### src/rtl/alu_pkg.sv
// Shared ALU control definitions: sequencer state encoding used by the
// serial arithmetic blocks and the ALU control sequencer.
package alu_pkg;

  typedef enum logic [1:0] {
    ST_IDLE = 2'd0,
    ST_RUN  = 2'd1,
    ST_DONE = 2'd2
  } state_t;

endpackage

### src/rtl/full_subtractor.sv
// 1-bit full subtractor cell: d = a - b - bin, with borrow-out.
module full_subtractor (
  input  logic a,
  input  logic b,
  input  logic bin,
  output logic d,
  output logic bout
);

  assign d    = a ^ b ^ bin;
  assign bout = (~a & b) | (~(a ^ b) & bin);

endmodule

### src/rtl/seq_sub_xbit.sv
// Bit-serial ripple-borrow subtractor: diff = inA - inB - bin over WIDTH
// cycles through one full_subtractor cell, with start/busy/done handshake.
module seq_sub_xbit
  import alu_pkg::*;
#(
  parameter int WIDTH = 4,
  parameter int CNT_W = $clog2(WIDTH + 1)
) (
  input  logic             clk,
  input  logic             rst,
  input  logic             start,
  input  logic [WIDTH-1:0] inA,
  input  logic [WIDTH-1:0] inB,
  input  logic             bin,
  output logic             busy,
  output logic             done,
  output logic [WIDTH-1:0] diff,
  output logic             bout,
  output logic             ovf,
  output logic             zero
);

  state_t             state, state_nxt;
  logic [WIDTH-1:0]   a_sr, b_sr;
  logic               br;
  logic [CNT_W-1:0]   cnt;
  logic               a_msb, b_msb;
  logic               fs_d, fs_b;
  logic               accept, last_bit;
  logic [WIDTH-1:0]   diff_shift;

  full_subtractor u_fs (
    .a    (a_sr[0]),
    .b    (b_sr[0]),
    .bin  (br),
    .d    (fs_d),
    .bout (fs_b)
  );

  assign accept     = start && (state == ST_IDLE || state == ST_DONE);
  assign last_bit   = (state == ST_RUN) && (cnt == CNT_W'(WIDTH - 1));
  assign diff_shift = {fs_d, diff[WIDTH-1:1]};

  always_ff @(posedge clk or posedge rst) begin
    if (rst) state <= ST_IDLE;
    else     state <= state_nxt;
  end

  always_comb begin
    state_nxt = state;
    busy      = 1'b0;
    done      = 1'b0;
    unique case (state)
      ST_IDLE: if (start) state_nxt = ST_RUN;
      ST_RUN: begin
        busy = 1'b1;
        if (cnt == CNT_W'(WIDTH - 1)) state_nxt = ST_DONE;
      end
      ST_DONE: begin
        done      = 1'b1;
        state_nxt = start ? ST_RUN : ST_IDLE;
      end
      default: state_nxt = ST_IDLE;
    endcase
  end

  // Operand capture and one bit of subtraction per RUN cycle; flags are
  // registered on the edge that shifts in the final result bit.
  always_ff @(posedge clk or posedge rst) begin
    if (rst) begin
      a_sr  <= '0;
      b_sr  <= '0;
      br    <= 1'b0;
      cnt   <= '0;
      a_msb <= 1'b0;
      b_msb <= 1'b0;
      diff  <= '0;
      bout  <= 1'b0;
      ovf   <= 1'b0;
      zero  <= 1'b0;
    end else if (accept) begin
      a_sr  <= inA;
      b_sr  <= inB;
      br    <= bin;
      cnt   <= '0;
      a_msb <= inA[WIDTH-1];
      b_msb <= inB[WIDTH-1];
    end else if (state == ST_RUN) begin
      a_sr <= a_sr >> 1;
      b_sr <= b_sr >> 1;
      br   <= fs_b;
      cnt  <= cnt + CNT_W'(1);
      diff <= diff_shift;
      if (last_bit) begin
        bout <= fs_b;
        ovf  <= (a_msb ^ b_msb) & (fs_d ^ a_msb);
        zero <= (diff_shift == '0);
      end
    end
  end

endmodule

### config.mk
export PLATFORM = sky130hd
export DESIGN_NAME = seq_sub_xbit
export DESIGN_NICKNAME = d
export VERILOG_FILES = /design/src/rtl/alu_pkg.sv /design/src/rtl/full_subtractor.sv /design/src/rtl/seq_sub_xbit.sv
export SDC_FILE = /design/constraint.sdc
export NUM_CORES = 1
export LEC_CHECK = 0
export ABC_AREA = 1
export BUFFER_PORTS_ARGS = -buffer_cell sky130_fd_sc_hd__buf_2
export CAP_MARGIN = 20
export CORE_AREA = 3 3 50 52
export CTS_CLUSTER_SIZE = 28
export DETAILED_ROUTE_END_ITERATION = 10
export DIE_AREA = 0 0 53 55
export GPL_ROUTABILITY_DRIVEN = 0
export PLACE_DENSITY = 0.74
export REMOVE_ABC_BUFFERS = 1
export SLEW_MARGIN = 20
export SYNTH_ARGS = -nofsm -noshare
export SYNTH_HDL_FRONTEND = slang
export SYNTH_HIERARCHICAL = 1
export SYNTH_SLANG_ARGS = --single-unit
export TNS_END_PERCENT = 50
### constraint.sdc
create_clock -name clk -period 3.58 [get_ports clk]
set_clock_uncertainty 0.1 [all_clocks]
set_input_delay 0.358 -clock clk [delete_from_list [all_inputs] [get_ports clk]]
set_output_delay 0.358 -clock clk [all_outputs]
set_load 0.02 [all_outputs]
# Word level (Yosys, flattened, before mapping)
# Index checks and enable logic that the tools add are counted.
dict set report op_classes {
  add_sub_neg 1
  muxes 14
  bitwise 11
  n_reduce_logical 9
  n_eq_ne 5
}
# operator count
set ops {}
lappend ops {{2-to-1 mux 4 bit} 4}
lappend ops {{2-to-1 mux 3 bit} 2}
lappend ops {{one-hot mux 2 bit (3 select lines)} 1}
lappend ops {{2-to-1 mux 1 bit} 5}
lappend ops {{logical NOT 4 bit} 1}
lappend ops {{2-to-1 mux 2 bit} 2}
lappend ops {{!= test 2 bit, second input constant} 2}
lappend ops {{AND reduction 2 bit} 2}
lappend ops {{bitwise XOR 1 bit} 4}
lappend ops {{adder 3 x 1 -> 3 bit, second input constant} 1}
lappend ops {{bitwise AND 1 bit} 3}
lappend ops {{== test 3 x 2 -> 1 bit, second input constant} 1}
lappend ops {{NOT 1 bit} 3}
lappend ops {{AND reduction 3 bit} 1}
lappend ops {{== test 2 x 1 -> 1 bit, second input constant} 1}
lappend ops {{== test 2 bit, second input constant} 1}
lappend ops {{logical AND 1 bit} 2}
lappend ops {{logical NOT 2 bit} 1}
lappend ops {{nonzero test 2 bit} 1}
lappend ops {{logical OR 1 bit} 1}
lappend ops {{OR 1 bit} 1}
dict set report word_totals {
  in_bits 12
  ff_bits 23
  word_cells 51
  out_inout_bits 9
}

# Logic depth before layout (Yosys ltp)
# Gate-level depths: netlist of the first run.
dict set report depth {
  ltp_word 6
  mapped_depth 7
  ltp_nobuf 7
}

# Hierarchy
# The synthesis of the first run kept the hierarchy.
# mod cells_per_inst area_each_um2 seq_area_each_um2 instances
set by_module_without_submodules {}
lappend by_module_without_submodules {seq_sub_xbit 127 1053.5 575.6 1}
lappend by_module_without_submodules {full_subtractor 4 31.3 0.0 1}

# Worst setup path after synthesis of the first run
# OpenSTA, ideal clock, no wires.
dict set report synth_path {
  kind {register to register}
  start {register a_sr[0]}
  end {register ovf}
  n_path_buf 0
  required_ns 3.364
  synth_period_minus_slack_ns 1.403
  setup_slack_ns 2.177
  arrival_time_ns 1.186
  setup_ns 0.116
  path_stages_with_launch 7
  path_cell_list {dfrtp_1 -> fa_1 -> inv_1 -> nand3_1 -> nand2_1 -> nand2_1 -> nand2_1}
}
dict set report synth_via {
  elab_chain_cells 4
}
# element line
set synth_rtl {}
lappend synth_rtl {{start, declared} seq_sub_xbit.sv:24} ;# logic [WIDTH-1:0] a_sr, b_sr;
lappend synth_rtl {{start signal, assigned} seq_sub_xbit.sv:82} ;# a_sr <= inA;
lappend synth_rtl {{start signal, assigned} seq_sub_xbit.sv:89} ;# a_sr <= a_sr >> 1;
lappend synth_rtl {{bitwise XOR 1 bit (2 in series)} full_subtractor.sv:10} ;# assign d = a ^ b ^ bin;
lappend synth_rtl {{net fs_d} seq_sub_xbit.sv:28} ;# logic fs_d, fs_b;
lappend synth_rtl {{bitwise XOR 1 bit} seq_sub_xbit.sv:96} ;# ovf <= (a_msb ^ b_msb) & (fs_d ^ a_msb);
lappend synth_rtl {{bitwise AND 1 bit} seq_sub_xbit.sv:96}
lappend synth_rtl {{end signal, assigned} seq_sub_xbit.sv:96}
lappend synth_rtl {{end, declared} seq_sub_xbit.sv:19} ;# output logic ovf,
# The timed path passes the listed nets, and every way through them passes these cells.
# A chain may end at the register's enable or synchronous reset.

# Worst setup path after layout of the first run
dict set report layout_path {
  start {register state[0]}
  end {output busy}
}
dict set report layout_via {
  elab_chain_cells 2
}
# element line
set layout_rtl {}
lappend layout_rtl {{start, declared} seq_sub_xbit.sv:23} ;# state_t state, state_nxt;
lappend layout_rtl {{start signal, assigned} seq_sub_xbit.sv:46} ;# else state <= state_nxt;
lappend layout_rtl {{== test 2 x 1 -> 1 bit} seq_sub_xbit.sv:53} ;# unique case (state)
lappend layout_rtl {{2-to-1 mux 1 bit} seq_sub_xbit.sv:53}
lappend layout_rtl {{end, declared} seq_sub_xbit.sv:15} ;# output logic busy,
# No other way between the ends.

==> run metrics, run 1 <==
outcome completed; Final Slew Violations 0; minimum clock period 1.901 ns; Setup Viol. Count Final 0; routed wire length per instance 11.45 um; multi-input combinational cell area 406.6 sq um; static power due to leakage 0.0007268 uW; area of the mapped netlist 1085 sq um; count of filler cells inserted in the layout 206; standard-cell row count 17; count of input and output buffers 20; number of inserted diodes 0; final number of hold-violating endpoints 0; Yosys cell types 17; WL met3 69 um; area inside the core boundary 2148 sq um; clock tree from TritonCTS yes; Sink Count 23; biggest area consumer among synthesized cells sky130_fd_sc_hd__dfrtp_1; critical path data arrival time 1.44 ns; warnings from Yosys 6; Final Cycle Share 0.5311; largest net degree at the start of global routing 24; number of buffers on the longest clock path 2; measured slew at the worst slew-check pin 0.8321 ns; Horiz. Die Dim 53 um; Total GRT Usage 0.1686; Max Clk Rate 0.5259 GHz; metal2 WL 1.013 mm; fraction of layout cells with a size suffix above 1 0.2078; Via density 4.687; top cell type's share of synthesized area 0.5306; total power density per cell area 905.5 nW/um^2; Placed Cells incl. Taps 178; sequential-to-total area share from yosys stat 0.5306; final instance count without filler cells 182; class of the worst hold path input pin to async pin; DRC violations left 0; synthesized flop and latch total 23; worst-case setup margin in the final layout 1.679 ns; number of DRC markers in iteration 0 17; half-perimeter wire length of the detailed placement result 1.607 mm; number of buffers inserted for hold repair after clock tree synthesis 0; endpoint type of the worst setup path primary output; worst max-slew margin expressed relative to the limit 0.4446; synthesis-to-finish area growth 13.96%; number of antenna violations at the first check in global routing 0; total detailed-routing wirelength 2.084 mm; Worst Path Class, Setup register to primary output; CTS root buf sky130_fd_sc_hd__clkbuf_4; nets@finish 170; Avg Synthesized Cell Area 8.281 sq um; insertion delay to the later sink of the worst-skew pair 0.31 ns; Die Ht 55 um; most common cell after layout, fill and taps aside sky130_fd_sc_hd__nand2_1; max capacitance violation total 0; cell types with the largest area share after synthesis sky130_fd_sc_hd__dfrtp_1, sky130_fd_sc_hd__nand2_1, sky130_fd_sc_hd__inv_1, sky130_fd_sc_hd__nand3_1, sky130_fd_sc_hd__o21ai_0; Resized cells post-CTS 0; commonest cells after routing, fill and taps aside sky130_fd_sc_hd__nand2_1, sky130_fd_sc_hd__dfrtp_1, sky130_fd_sc_hd__inv_1, sky130_fd_sc_hd__buf_2, sky130_fd_sc_hd__nand3_1; Reg area 575.6 sq um; starting density of the core 0.5050; maximum net fanout on the critical path 9; final total power 1119 uW; length of routed wiring on met1 959 um; count of nets left with antenna violations after detail routing 0; IR Drop Worst-Case VDD 0.0003791 V; worst endpoint required time 3.12 ns; post-CTS setup repair buffer count 0; startpoint type of the worst setup path register; CTS buffer count 3; DR vias 853; setup slack after placement 2.048 ns; vias in the first global route 841; RSZ-0062 raised after global routing false; DR pass1 iterations 4; total negative slack for setup checks 0 ns; number of levels the H-tree was split into 1; first-pass GRT wire length 3.512 mm; Post-Synthesis Cells 131; clock-pin slew reported for the worst setup and hold paths after clock tree synthesis 0.13 ns; die footprint 2915 sq um; IO Count 21; GRT Residual Overflow 0; highest signal layer in the routed design met4
[synth_stat cells (all sizes together)]
cell and instances:
nand3 13, dfrtp 23, nand2 52, ha 2
o21ai 8, nor2 6, or2 1, fa 1
inv 23, a21oi 1, buf 1
[per-layer routing]
layer  up-vias  track usage
li1        438            -
met1       394       0.1943
met3         4      0.02681
met5         -            0
met2        17       0.2996
met4         0      0.09362
[cell type report]
type	count	area share
Clock inverter	1	0.004049
Sequential cell	23	0.4656
Timing Repair Buffer	20	0.08097
Multi-Input combinational cell	84	0.3289
Tap cell	28	0.02834
Inverter	23	0.07389
Clock buffer	3	0.01822
[stage by stage]
stage / utilization / hold slack (ns) / cell area [sq um]
finish: 0.5754 / 0.08713 / 1236
global route: 0.5754 / 0.1547 / 1236
CTS: 0.5754 / 0.1212 / 1236
detailed placement: 0.5626 / 0.3684 / 1209
global placement: 0.5626 / 0.3565 / 1209
floorplan: - / 0.2599 / 1074
[critical path: stages (launching register included)]
cell and delay [ns]:
sky130_fd_sc_hd__dfrtp_1 0.61, sky130_fd_sc_hd__inv_4 0.09, sky130_fd_sc_hd__nor2_2 0.21, sky130_fd_sc_hd__buf_2 0.21
[power breakdown]
part           switching [uW]  internal (uW)
Sequential               89.1            379
Combinational             344            186
Clock                    79.6           41.8
[path summary, 6_finish.rpt]
kind / to / cells past startpoint / from / slack [ns]
worst max-delay path: busy / 3 / state[0]$_DFFE_PP0P_ / 1.68
worst min-delay path: diff[0]$_DFFE_PP0P_ / 2 / rst / 0.09
worst max register to register: ovf$_DFFE_PP0P_ / 6 / a_sr[0]$_DFFE_PP0P_ / 2.07
worst min register to register: ovf$_DFFE_PP0P_ / 2 / ovf$_DFFE_PP0P_ / 0.39
max in group asynchronous: zero$_DFFE_PP0P_ / 2 / rst / 2.79
min in group clk: a_sr[3]$_DFFE_PP0P_ / 3 / inA[3] / 0.16
[sequential cells by signal (all words and copies together), names as in the netlist]
signal,cells
ovf,1
a_msb,1
state,2
b_msb,1
zero,1
cnt,3
b_sr,4
a_sr,4
br,1
bout,1
diff,4
[cell families after synthesis]
kind of cell	count (synthesis)	synth area share
and+or+nand+nor	72	0.2918
buffers and inverters	24	0.09457
DFF	23	0.5306
AOI/OAI and AO/OA	9	0.04152
adders and majority gates	3	0.04152
Power figures use the tool's default switching activity.
==> run 2, diff against run 1 <==
Settings changed: CORE_AREA 3 3 50 52 to 3 3 52 54, DIE_AREA 0 0 53 55 to 0 0 55 57, PLACE_DENSITY 0.74 to 0.71.
Clock period 3.58 ns to 1.6 ns, I/O delays scaled along.
==> run 2 against run 1 <==
  * Critical path depth is the same
  * Clock power up 120%
  * Worst hold slack worse by 0.070 ns
  * Clock-buffer cell count is the same
  * Total power grew 130%
  * Critical path type unchanged
  * Register-to-register slack worse by 1.9 ns
==> run metrics, run 2 (synthesized netlist as in run 1, its figures left out) <==
outcome completed; synthesis-to-finish area growth 18.22%; total detailed-routing wirelength 2.237 mm; CTS buffer count 3; reg2reg start a_sr[0]$_DFFE_PP0P_; class of the worst hold path input pin to register; count of nets left with antenna violations after detail routing 0; RSZ-0062 raised after global routing false; number of stages on the worst hold path 5; worst max-slew margin expressed relative to the limit 0.8013; final standard cell utilization of the core 0.5688; Via density 4.824; Setup Viol. Count Final 0; Horiz. Die Dim 55 um; die footprint 3135 sq um; half-perimeter wire length of the detailed placement result 1.644 mm; total power density per cell area 1982 nW/um^2; number of levels the H-tree was split into 1; Final Cell Area 1282 sq um; first-pass GRT wire length 3.519 mm; area after detailed placement 1224 sq um; standard-cell row count 17; commonest cells after routing, fill and taps aside sky130_fd_sc_hd__nand2_1, sky130_fd_sc_hd__dfrtp_1, sky130_fd_sc_hd__inv_1, sky130_fd_sc_hd__buf_2, sky130_fd_sc_hd__nand3_1; clock tree from TritonCTS yes; area inside the core boundary 2255 sq um; number of buffers on the longest clock path 2; Die Ht 57 um; GRT Residual Overflow 0; vias in the first global route 873; nets@finish 175; static power due to leakage 0.0007480 uW; r2r worst-path depth 6; largest net degree at the start of global routing 24; number of antenna violations at the first check in global routing 0; Worst Path Class, Setup register to primary output; DR pass1 iterations 4; measured slew at the worst slew-check pin 0.2981 ns; endpoint type of the worst setup path primary output; Sink Count 23; DR vias 902; starting density of the core 0.4811; CTS root buf sky130_fd_sc_hd__clkbuf_4; startpoint type of the worst setup path register; worst hold path startpoint inA[0]; minimum clock period 1.489 ns; IR Drop Worst-Case VDD 0.001035 V; Final Cycle Share 0.9309; Max Clk Rate 0.6714 GHz; count of filler cells inserted in the layout 216; number of DRC markers in iteration 0 19; length of routed wiring on met1 972 um; post-CTS setup repair buffer count 0; max capacitance violation total 0; final number of hold-violating endpoints 0; count of input and output buffers 20; highest signal layer in the routed design met4; metal2 WL 1.150 mm; IO Count 21; total negative slack for setup checks 0 ns; routed wire length per instance 11.96 um; clock-pin slew reported for the worst setup and hold paths after clock tree synthesis 0.12 ns; worst endpoint required time 1.34 ns; fraction of layout cells with a size suffix above 1 0.2201; critical path data arrival time 1.23 ns; maximum net fanout on the critical path 9; most common cell after layout, fill and taps aside sky130_fd_sc_hd__nand2_1; largest registers a_sr: 4 flops, b_sr: 4 flops, diff: 4 flops; number of inserted diodes 0; WL met3 92 um; launching instance or port of the critical path state[0]$_DFFE_PP0P_; Final Slew Violations 0; DRC violations left 0; Total GRT Usage 0.1522; insertion delay to the later sink of the worst-skew pair 0.31 ns
[run 2: cell count changes in the layout (fill, tap and decap cells not counted)]
cell / before / now
sky130_fd_sc_hd__dlygate4sd3_1: 0 / 3
sky130_fd_sc_hd__dfrtp_1: 23 / 22
sky130_fd_sc_hd__buf_4: 0 / 2
sky130_fd_sc_hd__dfrtp_2: 0 / 1
[run 2: final timing paths]
path                                         to  slack, ns
max                                        busy       0.11
min                         a_sr[0]$_DFFE_PP0P_       0.02
max reg2reg                     ovf$_DFFE_PP0P_       0.12
min reg2reg                  cnt[0]$_DFFE_PP0P_       0.40
max in group asynchronous  state[0]$_DFFE_PP0P_       0.83
min in group asynchronous    cnt[0]$_DFFE_PP0P_       0.32
[run 2: report_power, final]
group	leakage, uW	switching, uW	internal [uW]
sequential	0.000288	200	850
combinational	0.000442	783	439
clock	0.0000177	176	93.3
total	0.000748	1160	1380
[run 2: cell type report]
class | instances | area, sq um | area share
Clock buffer | 3 | 22.52 | 0.01756
Clock inverter | 1 | 5.005 | 0.003902
Multi-Input combinational cell | 84 | 406.6 | 0.3171
Timing Repair Buffer | 25 | 145.1 | 0.1132
Sequential cell | 23 | 576.8 | 0.4498
Inverter | 23 | 91.34 | 0.07122
Tap cell | 28 | 35.03 | 0.02732
[run 2: what timing repair did]
action | CTS | global route
endpoints found under the setup margin | 1 | 0
gates resized for setup | 1 | 0
endpoints found under the hold margin | 27 | 0
hold buffers | 3 | 0
[run 2: critical path, stage by stage (launching register included)]
cell	delay (ns)
sky130_fd_sc_hd__dfrtp_2	0.53
sky130_fd_sc_hd__inv_4	0.08
sky130_fd_sc_hd__nor2_2	0.13
sky130_fd_sc_hd__buf_2	0.18
[run 2: metal layers]
metal | up-vias | global-route usage
met5 | - | 0
met1 | 424 | 0.1966
met2 | 21 | 0.2534
met4 | 0 | 0.04861
met3 | 4 | 0.02611
li1 | 453 | -
[run 2: stage by stage]
step / setup slack, ns / power [uW] / std cells / hold slack, ns
final: 0.1106 / 2542 / 187 / 0.01761
after global routing: 0.01388 / 2783 / 187 / 0.04316
after CTS: 0.1030 / 2566 / 187 / 0.01721
after detailed placement: 0.1406 / 2289 / 180 / 0.1160
after global placement: 0.1744 / 2217 / 180 / 0.1120
after floorplan: 0.1970 / 1907 / 130 / 0.06192
